--- src/rtl/shift_seq_pkg.sv ---
// Shared types for the shift/rotate sequencer: op codes,
// FSM states, direction values and the mode-switch decoder.
package shift_seq_pkg;

  typedef enum logic [1:0] {
    OP_HOLD       = 2'b00,
    OP_SHIFT_ZERO = 2'b01,
    OP_SHIFT_FILL = 2'b10,
    OP_ROTATE     = 2'b11
  } op_e;

  typedef enum logic {
    ST_IDLE  = 1'b0,
    ST_ISSUE = 1'b1
  } state_e;

  localparam logic DIR_TOWARD_A = 1'b1;
  localparam logic DIR_TOWARD_D = 1'b0;

  typedef struct packed {
    op_e  op;
    logic illegal;
  } dec_t;

  function automatic dec_t decode_mode(
    input logic [2:0] sw
  );
    dec_t d;
    d.illegal = 1'b0;
    unique case (sw)
      3'b000:  d.op = OP_HOLD;
      3'b001:  d.op = OP_SHIFT_ZERO;
      3'b010:  d.op = OP_SHIFT_FILL;
      3'b100:  d.op = OP_ROTATE;
      default: begin
        d.op      = OP_HOLD;
        d.illegal = 1'b1;
      end
    endcase
    return d;
  endfunction

endpackage

--- src/rtl/shift_seq_ctrl_if.sv ---
// Command handshake to the digit register datapath.
// master: cmd_valid/cmd_op/cmd_dir out, cmd_ready in.
interface shift_seq_ctrl_if;
  logic       cmd_valid;
  logic       cmd_ready;
  logic [1:0] cmd_op;
  logic       cmd_dir;

  modport master (
    output cmd_valid,
    output cmd_op,
    output cmd_dir,
    input  cmd_ready
  );

  modport slave (
    input  cmd_valid,
    input  cmd_op,
    input  cmd_dir,
    output cmd_ready
  );
endinterface

--- src/rtl/shift_seq_ctrl_in_debounce.sv ---
// 2-flop synchroniser plus tick-qualified debounce per bit.
// Ports: clk, rst_n, tick, raw_i[WIDTH], deb_o[WIDTH].
module in_debounce #(
  parameter int WIDTH     = 5,
  parameter int DEB_TICKS = 4
) (
  input  logic             clk,
  input  logic             rst_n,
  input  logic             tick,
  input  logic [WIDTH-1:0] raw_i,
  output logic [WIDTH-1:0] deb_o
);

  localparam int CW = $clog2(DEB_TICKS + 1);
  localparam logic [CW-1:0] LAST = CW'(DEB_TICKS - 1);

  logic [WIDTH-1:0] s1_q;
  logic [WIDTH-1:0] s2_q;
  logic [WIDTH-1:0] deb_q;

  always_ff @(posedge clk) begin
    if (!rst_n) begin
      s1_q <= '0;
      s2_q <= '0;
    end else begin
      s1_q <= raw_i;
      s2_q <= s1_q;
    end
  end

  for (genvar i = 0; i < WIDTH; i++) begin : g_bit
    logic [CW-1:0] cnt_q;

    // Any return to agreement throws away partial progress,
    // so a glitch shorter than DEB_TICKS ticks never lands.
    always_ff @(posedge clk) begin
      if (!rst_n) begin
        cnt_q    <= '0;
        deb_q[i] <= 1'b0;
      end else if (s2_q[i] == deb_q[i]) begin
        cnt_q <= '0;
      end else if (tick) begin
        if (cnt_q == LAST) begin
          cnt_q    <= '0;
          deb_q[i] <= s2_q[i];
        end else begin
          cnt_q <= cnt_q + 1'b1;
        end
      end
    end
  end

  assign deb_o = deb_q;

endmodule

--- src/rtl/shift_seq_ctrl.sv ---
// Sequencer: debounce, decode, trigger select, issue FSM.
// Ports: clk, rst_n, tick, switch, step_btn, run_en, cmd.
module shift_seq_ctrl
  import shift_seq_pkg::*;
#(
  parameter int DEB_TICKS = 4,
  parameter int CNT_W     = 8
) (
  input  logic               clk,
  input  logic               rst_n,
  input  logic               tick,
  input  logic [3:0]         switch,
  input  logic               step_btn,
  input  logic               run_en,
  shift_seq_ctrl_if.master   cmd,
  output logic               illegal,
  output logic               overrun,
  output logic [CNT_W-1:0]   step_cnt
);

  logic [4:0] deb;

  in_debounce #(
    .WIDTH     (5),
    .DEB_TICKS (DEB_TICKS)
  ) u_deb (
    .clk   (clk),
    .rst_n (rst_n),
    .tick  (tick),
    .raw_i ({step_btn, switch}),
    .deb_o (deb)
  );

  state_e     state_q;
  state_e     state_d;
  op_e        mode_q;
  logic       illegal_q;
  logic       btn_q;
  op_e        op_q;
  logic       dir_q;
  logic       overrun_q;
  logic [CNT_W-1:0] cnt_q;

  dec_t dec;
  logic step_edge;
  logic trig;
  logic valid;
  logic fire;
  logic accept;

  assign dec       = decode_mode(deb[2:0]);
  assign step_edge = deb[4] & ~btn_q;
  assign trig      = run_en ? tick : step_edge;

  always_ff @(posedge clk) begin
    if (!rst_n) begin
      mode_q    <= OP_HOLD;
      illegal_q <= 1'b0;
      btn_q     <= 1'b0;
    end else begin
      mode_q    <= dec.op;
      illegal_q <= dec.illegal;
      btn_q     <= deb[4];
    end
  end

  always_ff @(posedge clk) begin
    if (!rst_n) state_q <= ST_IDLE;
    else        state_q <= state_d;
  end

  always_comb begin
    state_d = state_q;
    unique case (state_q)
      ST_IDLE:
        if (trig && mode_q != OP_HOLD)
          state_d = ST_ISSUE;
      ST_ISSUE:
        if (cmd.cmd_ready)
          state_d = ST_IDLE;
      default: state_d = ST_IDLE;
    endcase
  end

  always_comb begin
    valid  = (state_q == ST_ISSUE);
    fire   = valid & cmd.cmd_ready;
    accept = ~valid & trig
           & (mode_q != OP_HOLD);
  end

  // op reads HOLD whenever no command is pending.
  always_ff @(posedge clk) begin
    if (!rst_n) begin
      op_q      <= OP_HOLD;
      dir_q     <= DIR_TOWARD_D;
      overrun_q <= 1'b0;
      cnt_q     <= '0;
    end else begin
      if (accept) begin
        op_q  <= mode_q;
        dir_q <= deb[3];
      end else if (fire) begin
        op_q  <= OP_HOLD;
      end
      if (valid && trig)
        overrun_q <= 1'b1;
      if (fire)
        cnt_q <= cnt_q + 1'b1;
    end
  end

  assign cmd.cmd_valid = valid;
  assign cmd.cmd_op    = op_q;
  assign cmd.cmd_dir   = dir_q;
  assign illegal       = illegal_q;
  assign overrun       = overrun_q;
  assign step_cnt      = cnt_q;

endmodule
--- src/flat_wrapper.sv ---
// flat-port wrapper written by rule: the top's interface ports become plain ports
module shift_seq_ctrl_flat import shift_seq_pkg::*;
#(
  parameter int DEB_TICKS = 4,
  parameter int CNT_W     = 8
)
  (clk, rst_n, tick, switch, step_btn, run_en, illegal, overrun, step_cnt, cmd_cmd_valid, cmd_cmd_op, cmd_cmd_dir, cmd_cmd_ready);
  shift_seq_ctrl_if cmd_i ();
  input  logic clk;
  input  logic rst_n;
  input  logic tick;
  input  logic [3:0] switch;
  input  logic step_btn;
  input  logic run_en;
  output logic illegal;
  output logic overrun;
  output logic [CNT_W-1:0] step_cnt;
  output wire logic [$bits(cmd_i.cmd_valid)-1:0] cmd_cmd_valid;
  output wire logic [$bits(cmd_i.cmd_op)-1:0] cmd_cmd_op;
  output wire logic [$bits(cmd_i.cmd_dir)-1:0] cmd_cmd_dir;
  input wire logic [$bits(cmd_i.cmd_ready)-1:0] cmd_cmd_ready;
  assign cmd_cmd_valid = cmd_i.cmd_valid;
  assign cmd_cmd_op = cmd_i.cmd_op;
  assign cmd_cmd_dir = cmd_i.cmd_dir;
  assign cmd_i.cmd_ready = cmd_cmd_ready;
  shift_seq_ctrl #(.DEB_TICKS(DEB_TICKS), .CNT_W(CNT_W)) u_core (.clk(clk), .rst_n(rst_n), .tick(tick), .switch(switch), .step_btn(step_btn), .run_en(run_en), .cmd(cmd_i), .illegal(illegal), .overrun(overrun), .step_cnt(step_cnt));
endmodule
--- config.mk ---
export PLATFORM = sky130hd
export DESIGN_NAME = shift_seq_ctrl_flat
export DESIGN_NICKNAME = d
export VERILOG_FILES = /design/src/rtl/shift_seq_pkg.sv /design/src/rtl/shift_seq_ctrl_if.sv /design/src/rtl/shift_seq_ctrl_in_debounce.sv /design/src/rtl/shift_seq_ctrl.sv /design/src/flat_wrapper.sv
export SDC_FILE = /design/constraint.sdc
export NUM_CORES = 1
export LEC_CHECK = 0
export ABC_AREA = 1
export CAP_MARGIN = 5
export CELL_PAD_IN_SITES_DETAIL_PLACEMENT = 1
export CELL_PAD_IN_SITES_GLOBAL_PLACEMENT = 1
export CORE_ASPECT_RATIO = 0.6
export CORE_UTILIZATION = 40
export DETAILED_ROUTE_END_ITERATION = 10
export PLACE_DENSITY = 0.77
export SLEW_MARGIN = 5
export SYNTH_ARGS = -nofsm -noshare
export SYNTH_HDL_FRONTEND = slang
export SYNTH_SLANG_ARGS = --single-unit
--- constraint.sdc ---
create_clock -name clk -period 3 [get_ports clk]
set_input_delay 0.3 -clock clk [delete_from_list [all_inputs] [get_ports clk]]
set_output_delay 0.3 -clock clk [all_outputs]
set_load 0.02 [all_outputs]
# After elaboration in Yosys (flattened, before gate mapping)
# Index checks and enable logic that the tools add are counted.
[word_totals]
in_bits = 10
out_inout_bits = 14
reg_bits = 47
elab_cells = 80
[classes]
muxes = 13
reduce_logical = 16
n_bitwise = 12
add_sub_neg = 6
n_eq_ne = 13
[ops]
columns = ["op", "n"]
rows = [
  ["3-bit by 2-bit equality test with 1-bit output (second input constant)", 6],
  ["3-bit by 1-bit adder with 3-bit output (second input constant)", 5],
  ["3-bit 2-to-1 mux", 5],
  ["3-bit AND reduction", 5],
  ["2-bit OR reduction", 5],
  ["8-bit by 1-bit adder with 8-bit output (second input constant)", 1],
  ["1-bit NOT", 8],
  ["2-bit case mux with 3 select lines", 1],
  ["1-bit equality test", 5],
  ["1-bit AND", 4],
  ["1-bit 2-to-1 mux", 4],
  ["2-bit 2-to-1 mux", 2],
  ["2-bit nonzero test", 2],
  ["4-bit OR reduction", 1],
  ["3-bit by 1-bit equality test with 1-bit output (second input constant)", 1],
  ["3-bit equality test (second input constant)", 1],
  ["3-bit logical NOT", 1],
  ["1-bit logical AND", 2],
  ["1-bit case mux with 2 select lines", 1],
]

# Longest topological paths before layout
# Gate-level depths: netlist of the first run.
[depth]
ltp_word = 6
ltp_mapped = 8
depth_no_buf = 8

# Hierarchy
# A second synthesis of the first run with hierarchy kept.
[unflattened]
cells_unflattened = 301
area_unflattened_um2 = 2145.8
[modules_own_cells]
columns = ["module", "cells_each", "seq_area_each_um2", "instances", "area_each_um2"]
rows = [
  ["in_debounce", 202, 600.6, 1, 1400.1],
  ["shift_seq_ctrl", 99, 340.3, 1, 745.7],
]

# Worst setup path before layout of the first run
# OpenSTA, ideal clock, no wires.
[synth_path]
kind = "reg2reg"
start = "register u_core.state_q, in the netlist u_core.cmd.cmd_valid"
end = "register u_core.cnt_q[7], in the netlist u_core.step_cnt[7]"
n_path_buf = 0
t_required_ps = 2884
stages_incl_launch_ff = 6
synth_period_minus_slack_ps = 1183
path_slack_ps = 1817
setup_ps = 116
arrival_ps = 1067
path_cell_list = "dfxtp_1 -> nand3_1 -> nor2_2 -> nand3_1 -> o21ai_0 -> nor2_1"
[synth_via]
elab_chain_cells = 1
[synth_lines]
columns = ["item", "line_no", "source"]
rows = [
  ["from (decl)", "shift_seq_ctrl.sv:34", "state_e state_q;"],
  ["from (signal assigned)", "shift_seq_ctrl.sv:69", "else state_q <= state_d;"],
  ["1-bit AND", "shift_seq_ctrl.sv:87", "fire = valid & cmd.cmd_ready;"],
  ["to (signal assigned)", "shift_seq_ctrl.sv:109", "cnt_q <= cnt_q + 1'b1;"],
  ["to (decl)", "shift_seq_ctrl.sv:42", "logic [CNT_W-1:0] cnt_q;"],
]
# Every way passes these cells.
# A chain may end at the register's enable or synchronous reset.

# Final worst setup path of the first run
[layout_path]
start = "register u_core.state_q, in the netlist u_core.cmd.cmd_valid"
end = "output cmd_cmd_valid"
[layout_lines]
columns = ["item", "line_no", "source"]
rows = [
  ["to (decl)", "flat_wrapper.sv:18", "output wire logic [$bits(cmd_i.cmd_valid)-1:0] cmd_cmd_valid;"],
]
# No word-level cell between the ends.

==> results of run 1 <==
cell families (layout without fill, tap and decap cells):
kind of cell	after synthesis	in the layout	synth area share, %
AO/OA/AOI/OAI	34	34	9.61
buffers and inverters	53	78	10.8
adder cells (fa/ha/maj)	6	6	3.92
flip-flops	47	47	49.2
AND/OR/NAND/NOR	110	110	26.5
worst min path at each step:
stage / end / from / cells after the start
finish: u_core.u_deb.s2_q[2]$_SDFF_PN0_ / u_core.u_deb.s1_q[2]$_SDFF_PN0_ / 2
global route: u_core.u_deb.s2_q[0]$_SDFF_PN0_ / u_core.u_deb.s1_q[0]$_SDFF_PN0_ / 2
CTS: u_core.u_deb.s2_q[2]$_SDFF_PN0_ / u_core.u_deb.s1_q[2]$_SDFF_PN0_ / 2
detailed placement: u_core.u_deb.s2_q[2]$_SDFF_PN0_ / u_core.u_deb.s1_q[2]$_SDFF_PN0_ / 2
global placement: u_core.u_deb.s2_q[4]$_SDFF_PN0_ / u_core.u_deb.s1_q[4]$_SDFF_PN0_ / 2
floorplan: u_core.u_deb.s2_q[0]$_SDFF_PN0_ / u_core.u_deb.s1_q[0]$_SDFF_PN0_ / 2
metrics by stage:
| stage | instances | total power, W | hold slack, ps | utilization [%] |
|---|---|---|---|---|
| floorplan | 250 | 0.000676 | 390 | - |
| global placement | 331 | 0.000695 | 399 | 48.1 |
| detailed placement | 331 | 0.000696 | 404 | 48.1 |
| CTS | 338 | 0.00108 | 430 | 50.0 |
| global route | 338 | 0.00112 | 455 | 50.0 |
| finish | 338 | 0.00106 | 424 | 50.0 |
cells in the final DEF (no fill, tap or decap), types with 5 or more instances in the layout:
master,synthesis,routed
ha_1,6,6
clkdlybuf4s50_1,0,23
inv_1,45,45
a211oi_1,5,5
nor3_1,15,15
nand3_1,18,18
or2_2,5,5
nand4_1,5,5
dfxtp_1,47,47
nand2_1,47,47
a21oi_1,18,18
clkbuf_8,0,6
nor2_1,15,15
o21ai_0,10,10
flip-flops by register name, summed over array words and instances, names as in the netlist:
register                  cells
u_core.btn_q                  1
u_core.u_deb.s2_q             5
u_core.u_deb.g_bit.cnt_q     15
u_core.u_deb.deb_o            5
u_core.u_deb.s1_q             5
u_core.mode_q                 2
u_core.overrun                1
u_core.cmd.cmd_dir            1
u_core.illegal                1
u_core.cmd.cmd_valid          1
u_core.step_cnt               8
u_core.cmd.cmd_op             2
power groups by stage:
stage          Clock, W  Combinational (W)  Sequential [W]
6_report       0.000382          0.0000457        0.000635
5_1_grt        0.000427          0.0000523        0.000636
4_1_cts        0.000394          0.0000466        0.000635
3_5_place_dp          0          0.0000463        0.000650
3_3_place_gp          0          0.0000459        0.000649
2_1_floorplan         0          0.0000275        0.000648
Yosys cell counts, drive strengths merged:
cell type	count	area (um^2)
buf	5	25.0
nand3	19	108
a211oi	5	37.5
o21ai	10	50.1
a21oi	18	90.1
nor2	18	80.1
nand2	48	183
clkbuf	2	7.51
or2	5	31.3
dfxtp	47	941
nand4	5	31.3
a31oi	1	6.26
inv	45	169
ha	6	75.1
clkinv	1	5.00
nor3	15	75.1
routing by layer:
metal	GRT usage, %	share of wire (%)
met3	5.60	3.7
met4	6.80	1.6
met1	23.6	55
met5	0	0
met2	25.8	40
final cells by class:
type	count	area (um^2)	share of cell area (%)
Tap cell	63	78.8	3.44
Clock inverter	1	5.00	0.218
Sequential cell	47	941	41.0
Multi-Input combinational cell	150	767	33.4
Inverter	46	174	7.58
Timing Repair Buffer	25	245	10.7
Clock buffer	6	82.6	3.60
==> run_results.csv, run 1 <==
group,metric,value,unit
logic_synthesis,yosys_warnings,0,
place,gp_congestion,0.732,
critical_path,critPathMaxStageDelay,640,ps
critical_path,reg2reg_to,"u_core.step_cnt[7]$_SDFFE_PN0P_",
sta,fin_worst_skew,4.74,ps
critical_path,cp_top_family,"buffers and inverters",
sta,worst_slack,1310,ps
sta,slew_viol_final,0,
finish,fin_area,2290,um^2
clock_network,cts_setup_buffers,0,
sta,fin_crit,1690,ps
clock_network,root_buffer,"clkbuf_8",
critical_path,critPathRequiredTime,2700,ps
logic_synthesis,synth_area,1910,um^2
logic_synthesis,ys_ff_latch,47,
clock_network,clock-sinks,47,
global_routing,grtUsageTotal,17.4,%
clock_network,numCtsBuffers,5,
sta,finalHoldViolCount,0,
finish,syn2layout_area_growth,19.8,%
clock_network,clk_pin_slew_worst_paths,80,ps
power_and_ir_drop,p_sw,0.000230,W
critical_path,cp.buffers_inverters,1,
sta,setup_viol,0,
clock_network,clkLatencyLatePin,300,ps
power_and_ir_drop,p_leak,1.03,nW
critical_path,critPathSlowestCell,"clkdlybuf4s50_1",
global_routing,grt_pass1_wl,6.86,mm
finish,drive_above_1_share,7.27,%
critical_path,cp_num_cells,1,
critical_path,cp-end-kind,"primary output",
global_routing,grt_pass1_vias,1523,
sta,relSlewSlack,68.1,%
clock_network,ctsResizeCount,0,
finish,n_antenna_cell,0,
critical_path,reg2reg_slack,1740,ps
floorplan,core-area,4590,um^2
logic_synthesis,synth.distinct_cells,20,
floorplan,io_pins,24,
finish,n_fill_cell,583,
global_routing,antenna_found_initial,0,
power_and_ir_drop,p_int,0.000832,W
floorplan,die_y,55.6,um
place,pre_cts_ws,1180,ps
floorplan,num_rows,19,
status,status,"completed",
critical_path,timing.rr.start,"u_core.cmd.cmd_valid$_SDFF_PN0_",
logic_synthesis,netlist_instances,250,
place,dp_hpwl,2.98,mm
route,vias,1578,
route,wire_per_inst,11.4,um
power_and_ir_drop,comb_power_share,4.3,%
critical_path,worstSetupEndpoint,"cmd_cmd_valid",
sta,worstMarginPinSlew,476,ps
critical_path,path_class,"reg2out",
logic_synthesis,syn_nets,266,
critical_path,worstSetupStartpoint,"u_core.cmd.cmd_valid$_SDFF_PN0_",
clock_network,tritoncts,"yes",
place,io_buffer_count,23,
route,viasPerCell,4.67,
critical_path,cp_cell_sequence,"clkdlybuf4s50_1",
clock_network,ctsHoldBuffers,0,
logic_synthesis,syn_avg_cell_area,7.66,um^2
critical_path,r2r_cells,5,
power_and_ir_drop,power_density,463,nW/um^2
clock_network,cts_buffer_depth,2,
sta,setup_tns,0,ps
route,drt_iter0_drc,31,
global_routing,grt_max_degree,20,
flow_run,cap_violations,0,
critical_path,cp-start-kind,"register",
route,wirelength,3.86,mm
sta,min_period_over_period,56.4,%
finish,nNetsFinal,291,
route,ant_nets,0,
logic_synthesis,seq_area_frac_synth,49.2,%
critical_path,critPathMaxFanout,6,
power_and_ir_drop,seqPwrFrac,59.7,%
hold_path,hp-class,"reg2reg",
sta,fmaxAchievable,591,MHz
clock_network,htreeDepth,2,
place,dpl_cell_area,2210,um^2
global_routing,grt_overflow,0,
floorplan,initial_core_util,41.7,%
route,drtPass1Iterations,3,
power_and_ir_drop,switching_share,21.7,%
power_and_ir_drop,peakVddDrop,0.202,mV
route,drcViolationCount,0,
floorplan,die_w,91.3,um
critical_path,cp_data_arrival_time,1390,ps
power_and_ir_drop,clockPowerShare,35.9,%
sta,rsz0062_at_grt,"false",
floorplan,die_area,5080,um^2
Note: power is estimated with default switching activity, not from simulation.
==> run 2, diff against run 1 <==
Settings changed: CORE_UTILIZATION 40 to 39, PLACE_DENSITY 0.77 to 0.76.
Clock period 3 ns to 1.6 ns, I/O delays scaled along.
==> run 2 against run 1 <==
Clock skew is 4.6 ps higher. Non-clock buffer count rose by 2. Sequential share of layout area fell by 0.79 points. Register-to-register slack worse by 1400 ps. Worst hold slack got worse by 41 ps. Clock-buffer cell count is the same. Cell area rose by 2.0%.
==> run_results.csv, run 2 (same netlist as run 1, synthesis figures left out) <==
group,metric,value,unit
power_and_ir_drop,peakVddDrop,0.412,mV
sta,fin_crit,1530,ps
sta,fmaxAchievable,653,MHz
power_and_ir_drop,p_sw,0.000438,W
power_and_ir_drop,power_density,908,nW/um^2
place,gp_congestion,0.740,
route,vias,1620,
finish,layout_common_cells,"47 x nand2_1, 47 x dfxtp_1, 45 x inv_1",
sta,fin_worst_skew,9.34,ps
power_and_ir_drop,clockPowerShare,39.5,%
flow_run,cap_violations,0,
finish,stdcell_count,340,
route,drcViolationCount,0,
sta,setup_viol,0,
route,wirelength,4.16,mm
finish,largest_reg_flops,15,
critical_path,critPathSlowestCell,"clkdlybuf4s50_1",
route,drtPass1Iterations,4,
finish,multi_input_area,767,um^2
critical_path,cp_top_family,"buffers and inverters",
critical_path,cp-start-kind,"register",
sta,rsz0062_at_grt,"false",
critical_path,cp.buffers_inverters,1,
critical_path,cp_cell_sequence,"clkdlybuf4s50_1",
sta,setup_tns,0,ps
floorplan,io_pins,24,
power_and_ir_drop,seqPwrFrac,56.0,%
global_routing,grtUsageTotal,18.1,%
critical_path,critPathMaxFanout,4,
sta,finalHoldViolCount,0,
critical_path,worstSetupStartpoint,"u_core.step_cnt[2]$_SDFFE_PN0P_",
status,status,"completed",
route,viasPerCell,4.76,
route,ant_nets,0,
sta,slew_viol_final,0,
critical_path,critPathMaxStageDelay,640,ps
floorplan,core-area,4640,um^2
clock_network,clk_pin_slew_worst_paths,80,ps
power_and_ir_drop,p_leak,1.06,nW
clock_network,clkLatencyLatePin,300,ps
floorplan,die_y,56.3,um
clock_network,numCtsBuffers,5,
global_routing,grt_overflow,0,
route,drt_iter0_drc,39,
floorplan,initial_core_util,41.3,%
floorplan,num_rows,19,
sta,relSlewSlack,74.8,%
global_routing,antenna_found_initial,0,
critical_path,timing.rr.start,"u_core.cmd.cmd_valid$_SDFF_PN0_",
clock_network,cts_setup_buffers,0,
clock_network,htreeDepth,2,
finish,syn2layout_area_growth,22.2,%
hold_path,hp-class,"in2reg",
global_routing,grt_pass1_vias,1558,
critical_path,path_class,"reg2out",
finish,drive_above_1_share,7.58,%
finish,n_antenna_cell,0,
clock_network,cts_buffer_depth,2,
power_and_ir_drop,switching_share,20.6,%
floorplan,die_w,92.5,um
clock_network,clock-sinks,47,
floorplan,die_area,5200,um^2
place,io_buffer_count,23,
critical_path,cp-end-kind,"primary output",
power_and_ir_drop,comb_power_share,4.5,%
finish,regMostFlops,"u_core.u_deb.g_bit.cnt_q",
hold_path,holdCritStartpoint,"step_btn",
power_and_ir_drop,p_int,0.00169,W
sta,min_period_over_period,95.8,%
power_and_ir_drop,total_power,0.00212,W
sta,worstMarginPinSlew,378,ps
finish,nNetsFinal,293,
global_routing,grt_max_degree,22,
critical_path,critPathRequiredTime,1440,ps
critical_path,cp_data_arrival_time,1370,ps
finish,ff_latch_area,941,um^2
global_routing,grt_pass1_wl,7.09,mm
route,wire_per_inst,12.2,um
place,dp.cells,333,
finish,n_fill_cell,599,
clock_network,root_buffer,"clkbuf_8",
clock_network,tritoncts,"yes",
place,dp_hpwl,3.08,mm
[run 2: layer usage]
layer	track usage, %	vias to the layer above	wire length, um
li1	-	848	-
met1	25.0	744	2170
met2	25.9	22	1730
met3	4.88	6	172
met4	8.71	0	82
met5	0	-	0
[run 2: repair_timing]
item / CTS / global route
hold buffers: 0 / 0
setup endpoints to repair: 0 / 1
gates resized for setup: 0 / 1
[run 2: layout make-up]
class / instances / share of cell area (%)
Sequential cell: 47 / 40.2
Multi-Input combinational cell: 150 / 32.8
Timing Repair Buffer: 27 / 11.8
Inverter: 46 / 7.44
Tap cell: 63 / 3.37
Clock buffer: 6 / 3.10
Clock inverter: 1 / 1.28
[run 2: through the flow]
step / util (%) / worst slack (ps) / hold slack [ps] / instance area, um^2
after floorplan: - / 417 / 258 / 1910
after global placement: 48.2 / 201 / 397 / 2230
after detailed placement: 48.2 / 115 / 403 / 2230
after CTS: 50.4 / 22.4 / 375 / 2340
after global routing: 50.4 / 10.2 / 382 / 2340
final: 50.4 / 67.9 / 383 / 2340
[run 2: final timing paths]
kind | to | slack (ps) | cells past startpoint
worst max-delay path | step_cnt[2] | 70 | 1
worst min-delay path | u_core.u_deb.s1_q[4]$_SDFF_PN0_ | 380 | 3
worst max register to register | u_core.step_cnt[7]$_SDFFE_PN0P_ | 340 | 5
worst min register to register | u_core.u_deb.s2_q[3]$_SDFF_PN0_ | 410 | 2
[run 2: power groups by stage]
stage	Sequential [W]	Clock (W)	Combinational [W]
2_1_floorplan	0.00122	0	0.0000515
3_3_place_gp	0.00122	0	0.0000941
3_5_place_dp	0.00122	0	0.0000958
4_1_cts	0.00119	0.000875	0.0000963
5_1_grt	0.00119	0.000914	0.000108
6_report	0.00119	0.000839	0.0000950
==> run 3, diff against run 2 <==
Settings changed: CORE_UTILIZATION 39 to 40, PLACE_DENSITY 0.76 to 0.77, SYNTH_HIERARCHICAL set to 1.
==> run 3 against run 2 <==
Clock skew is 5.6 ps lower. Synthesized area is 12% higher. Utilization is 1.4 points lower. Global-route usage is 0.26 points lower. Final cell count is 16% higher. Worst hold slack better by 3.3 ps. First-iteration DRC count is 21% higher. Synthesized cell count is 20% higher. Via count is 9.8% higher. Critical path type unchanged.
==> run_results.csv, run 3 <==
group,metric,value,unit
flow_run,cap_violations,0,
sta,fmaxAchievable,653,MHz
logic_synthesis,yosys_warnings,6,
critical_path,cp.buffers_inverters,1,
sta,rsz0062_at_grt,"false",
critical_path,r2r_cells,7,
hold_path,hp-class,"in2reg",
sta,fin_crit,1530,ps
place,io_buffer_count,23,
route,drcViolationCount,0,
route,drt_iter0_drc,47,
critical_path,worstSetupStartpoint,"u_core/step_cnt[2]$_SDFFE_PN0P_",
critical_path,cp_data_arrival_time,1370,ps
sta,slew_viol_final,0,
power_and_ir_drop,peakVddDrop,0.607,mV
finish,layout_common_cells,"98 x nand2_1, 50 x inv_1, 47 x dfxtp_1",
logic_synthesis,ys_ff_latch,47,
critical_path,cp_top_family,"buffers and inverters",
logic_synthesis,netlist_top_cells_area,"dfxtp_1 44%, nand2_1 17%, inv_1 8.7%",
sta,relSlewSlack,83.2,%
logic_synthesis,yosys.area_share.simple,35.1,%
finish,syn2layout_area_growth,16.7,%
critical_path,path_class,"reg2out",
logic_synthesis,synthArstFlopShare,0,%
logic_synthesis,syn_avg_cell_area,7.13,um^2
critical_path,cp_cell_sequence,"clkdlybuf4s50_1",
place,dp.cells,387,
sta,setup_viol,0,
clock_network,cts_buffer_depth,2,
finish,final_common_cell,"nand2_1",
clock_network,tritoncts,"yes",
global_routing,grt_overflow,0,
clock_network,root_buffer,"clkbuf_8",
place,gp_congestion,0.734,
critical_path,reg2reg_slack,310,ps
route,ant_nets,0,
sta,finalHoldViolCount,0,
logic_synthesis,synth-compound-area-share,4.66,%
route,wire_per_inst,11.3,um
logic_synthesis,synth_edf_count,0,
critical_path,cp-start-kind,"register",
clock_network,numCtsBuffers,5,
hold_path,hold-path-endpoint,"u_core/u_deb/s1_q[3]$_SDFF_PN0_",
finish,largest_reg_flops,15,
sta,worstMarginPinSlew,251,ps
finish,final_util,49.1,%
global_routing,grt_pass1_wl,7.60,mm
finish,regMostFlops,"u_core/u_deb/g_bit.cnt_q",
place,pre_cts_ws,158,ps
sta,min_period_over_period,95.8,%
power_and_ir_drop,power_density,793,nW/um^2
route,vias,1779,
floorplan,initial_core_util,42.0,%
logic_synthesis,synth.area.mux_share,0,%
logic_synthesis,yosys-top-cells-count,"98 x nand2_1, 50 x inv_1, 47 x dfxtp_1, 38 x nor2_1, 13 x a21oi_1",
global_routing,grtUsageTotal,17.8,%
status,status,"completed",
floorplan,core-area,5100,um^2
finish,n_antenna_cell,0,
logic_synthesis,synth_area,2150,um^2
hold_path,holdCritStartpoint,"switch[3]",
critical_path,timing.rr.start,"u_core/step_cnt[1]$_SDFFE_PN0P_",
logic_synthesis,synth_top_flop_cell,"dfxtp_1",
logic_synthesis,seq_area_frac_synth,43.8,%
finish,stdcell_count,395,
critical_path,reg2reg_to,"u_core/step_cnt[6]$_SDFFE_PN0P_",
floorplan,die_y,58.7,um
route,viasPerCell,4.50,
critical_path,critPathRequiredTime,1440,ps
hold_path,hold_path_depth,3,
floorplan,die_w,96.6,um
global_routing,grt_max_degree,26,
sta,setup_tns,0,ps
critical_path,critPathMaxFanout,5,
sta,worst_slack,67.7,ps
critical_path,critPathSlowestCell,"clkdlybuf4s50_1",
global_routing,grt_pass1_vias,1720,
logic_synthesis,synth.distinct_cells,25,
clock_network,htreeDepth,2,
logic_synthesis,synth_adder_area_share,3.50,%
clock_network,clkLatencyLatePin,300,ps
logic_synthesis,synth_top_cell_by_area,"dfxtp_1",
finish,drive_above_1_share,7.29,%
clock_network,clk_pin_slew_worst_paths,80,ps
route,wirelength,4.48,mm
logic_synthesis,syn_nets,317,
floorplan,num_rows,20,
route,drtPass1Iterations,4,
logic_synthesis,synth_top_family_by_area,"simple AND/OR/NAND/NOR gates",
logic_synthesis,netlist_instances,301,
power_and_ir_drop,p_leak,1.20,nW
global_routing,antenna_found_initial,0,
place,dp_hpwl,3.47,mm
logic_synthesis,yosys.cell_count.top_type,"nand2_1",
clock_network,ctsHoldBuffers,0,
logic_synthesis,synth_top_area_share,43.8,%
clock_network,clock-sinks,47,
sta,fin_worst_skew,3.77,ps
floorplan,io_pins,24,
critical_path,critPathMaxStageDelay,640,ps
finish,n_fill_cell,677,
floorplan,die_area,5670,um^2
critical_path,cp-end-kind,"primary output",
finish,nNetsFinal,344,
logic_synthesis,synth_xor_area_share,0,%
-- run 3: cell types whose count changed in the layout (fill, tap and decap cells not counted), sizes merged, moves of 4 or more --
cell	before	now
a211oi	5	1
or2	5	1
inv	45	51
o21ai	10	4
a21oi	18	13
nand2	48	99
nand3	19	15
nor2	18	40
nor3	15	9
-- run 3: stage by stage --
stage          hold slack, ps  cell area, um^2  power, W
2_1_floorplan             258             2150   0.00129
3_3_place_gp              395             2420   0.00133
3_5_place_dp              403             2420   0.00133
4_1_cts                   376             2500   0.00202
5_1_grt                   396             2500   0.00208
6_report                  386             2500   0.00199
-- run 3: metal layers --
layer | GRT usage (%) | share of wire (%) | up-vias | routed length [um]
li1 | - | - | 965 | -
met1 | 24.8 | 55 | 782 | 2470
met2 | 26.4 | 40 | 25 | 1790
met3 | 5.43 | 3.7 | 7 | 167
met4 | 5.67 | 1.0 | 0 | 46
met5 | 0 | 0 | - | 0
-- run 3: what timing repair did --
action / 4_1_cts / 5_1_grt
buffers inserted: 0 / 0
resized for setup: 0 / 1
setup endpoints to repair: 0 / 1
-- run 3: layout make-up --
type / instances / area (um^2) / area share (%)
Clock buffer: 7 / 76.3 / 3.05
Clock inverter: 1 / 5.00 / 0.200
Inverter: 52 / 196 / 7.84
Multi-Input combinational cell: 195 / 928 / 37.1
Sequential cell: 47 / 941 / 37.6
Tap cell: 66 / 82.6 / 3.30
Timing Repair Buffer: 27 / 275 / 11.0
-- run 3: power breakdown --
part           internal [W]  leakage (nW)  total (W)  switching [W]
combinational     0.0000470         0.778   0.000109      0.0000621
sequential          0.00118         0.381    0.00119     0.00000865
clock              0.000307        0.0422   0.000686       0.000379
total               0.00154          1.20    0.00199       0.000450
-- run 3: cell families after synthesis --
family                     count (synthesis)
buffers and inverters                     59
adders and majority gates                  6
and+or+nand+nor                          170
DFF                                       47
AOI/OAI and AO/OA                         19
-- run 3: worst max path at each step --
stage	end	slack, ps	cells after the start
final	step_cnt[2]	70	1
after global routing	step_cnt[2]	10	1
after CTS	cmd_cmd_valid	30	1
after detailed placement	u_core/step_cnt[5]$_SDFFE_PN0P_	160	6
after global placement	u_core/step_cnt[5]$_SDFFE_PN0P_	230	6
after floorplan	u_core/step_cnt[6]$_SDFFE_PN0P_	350	7
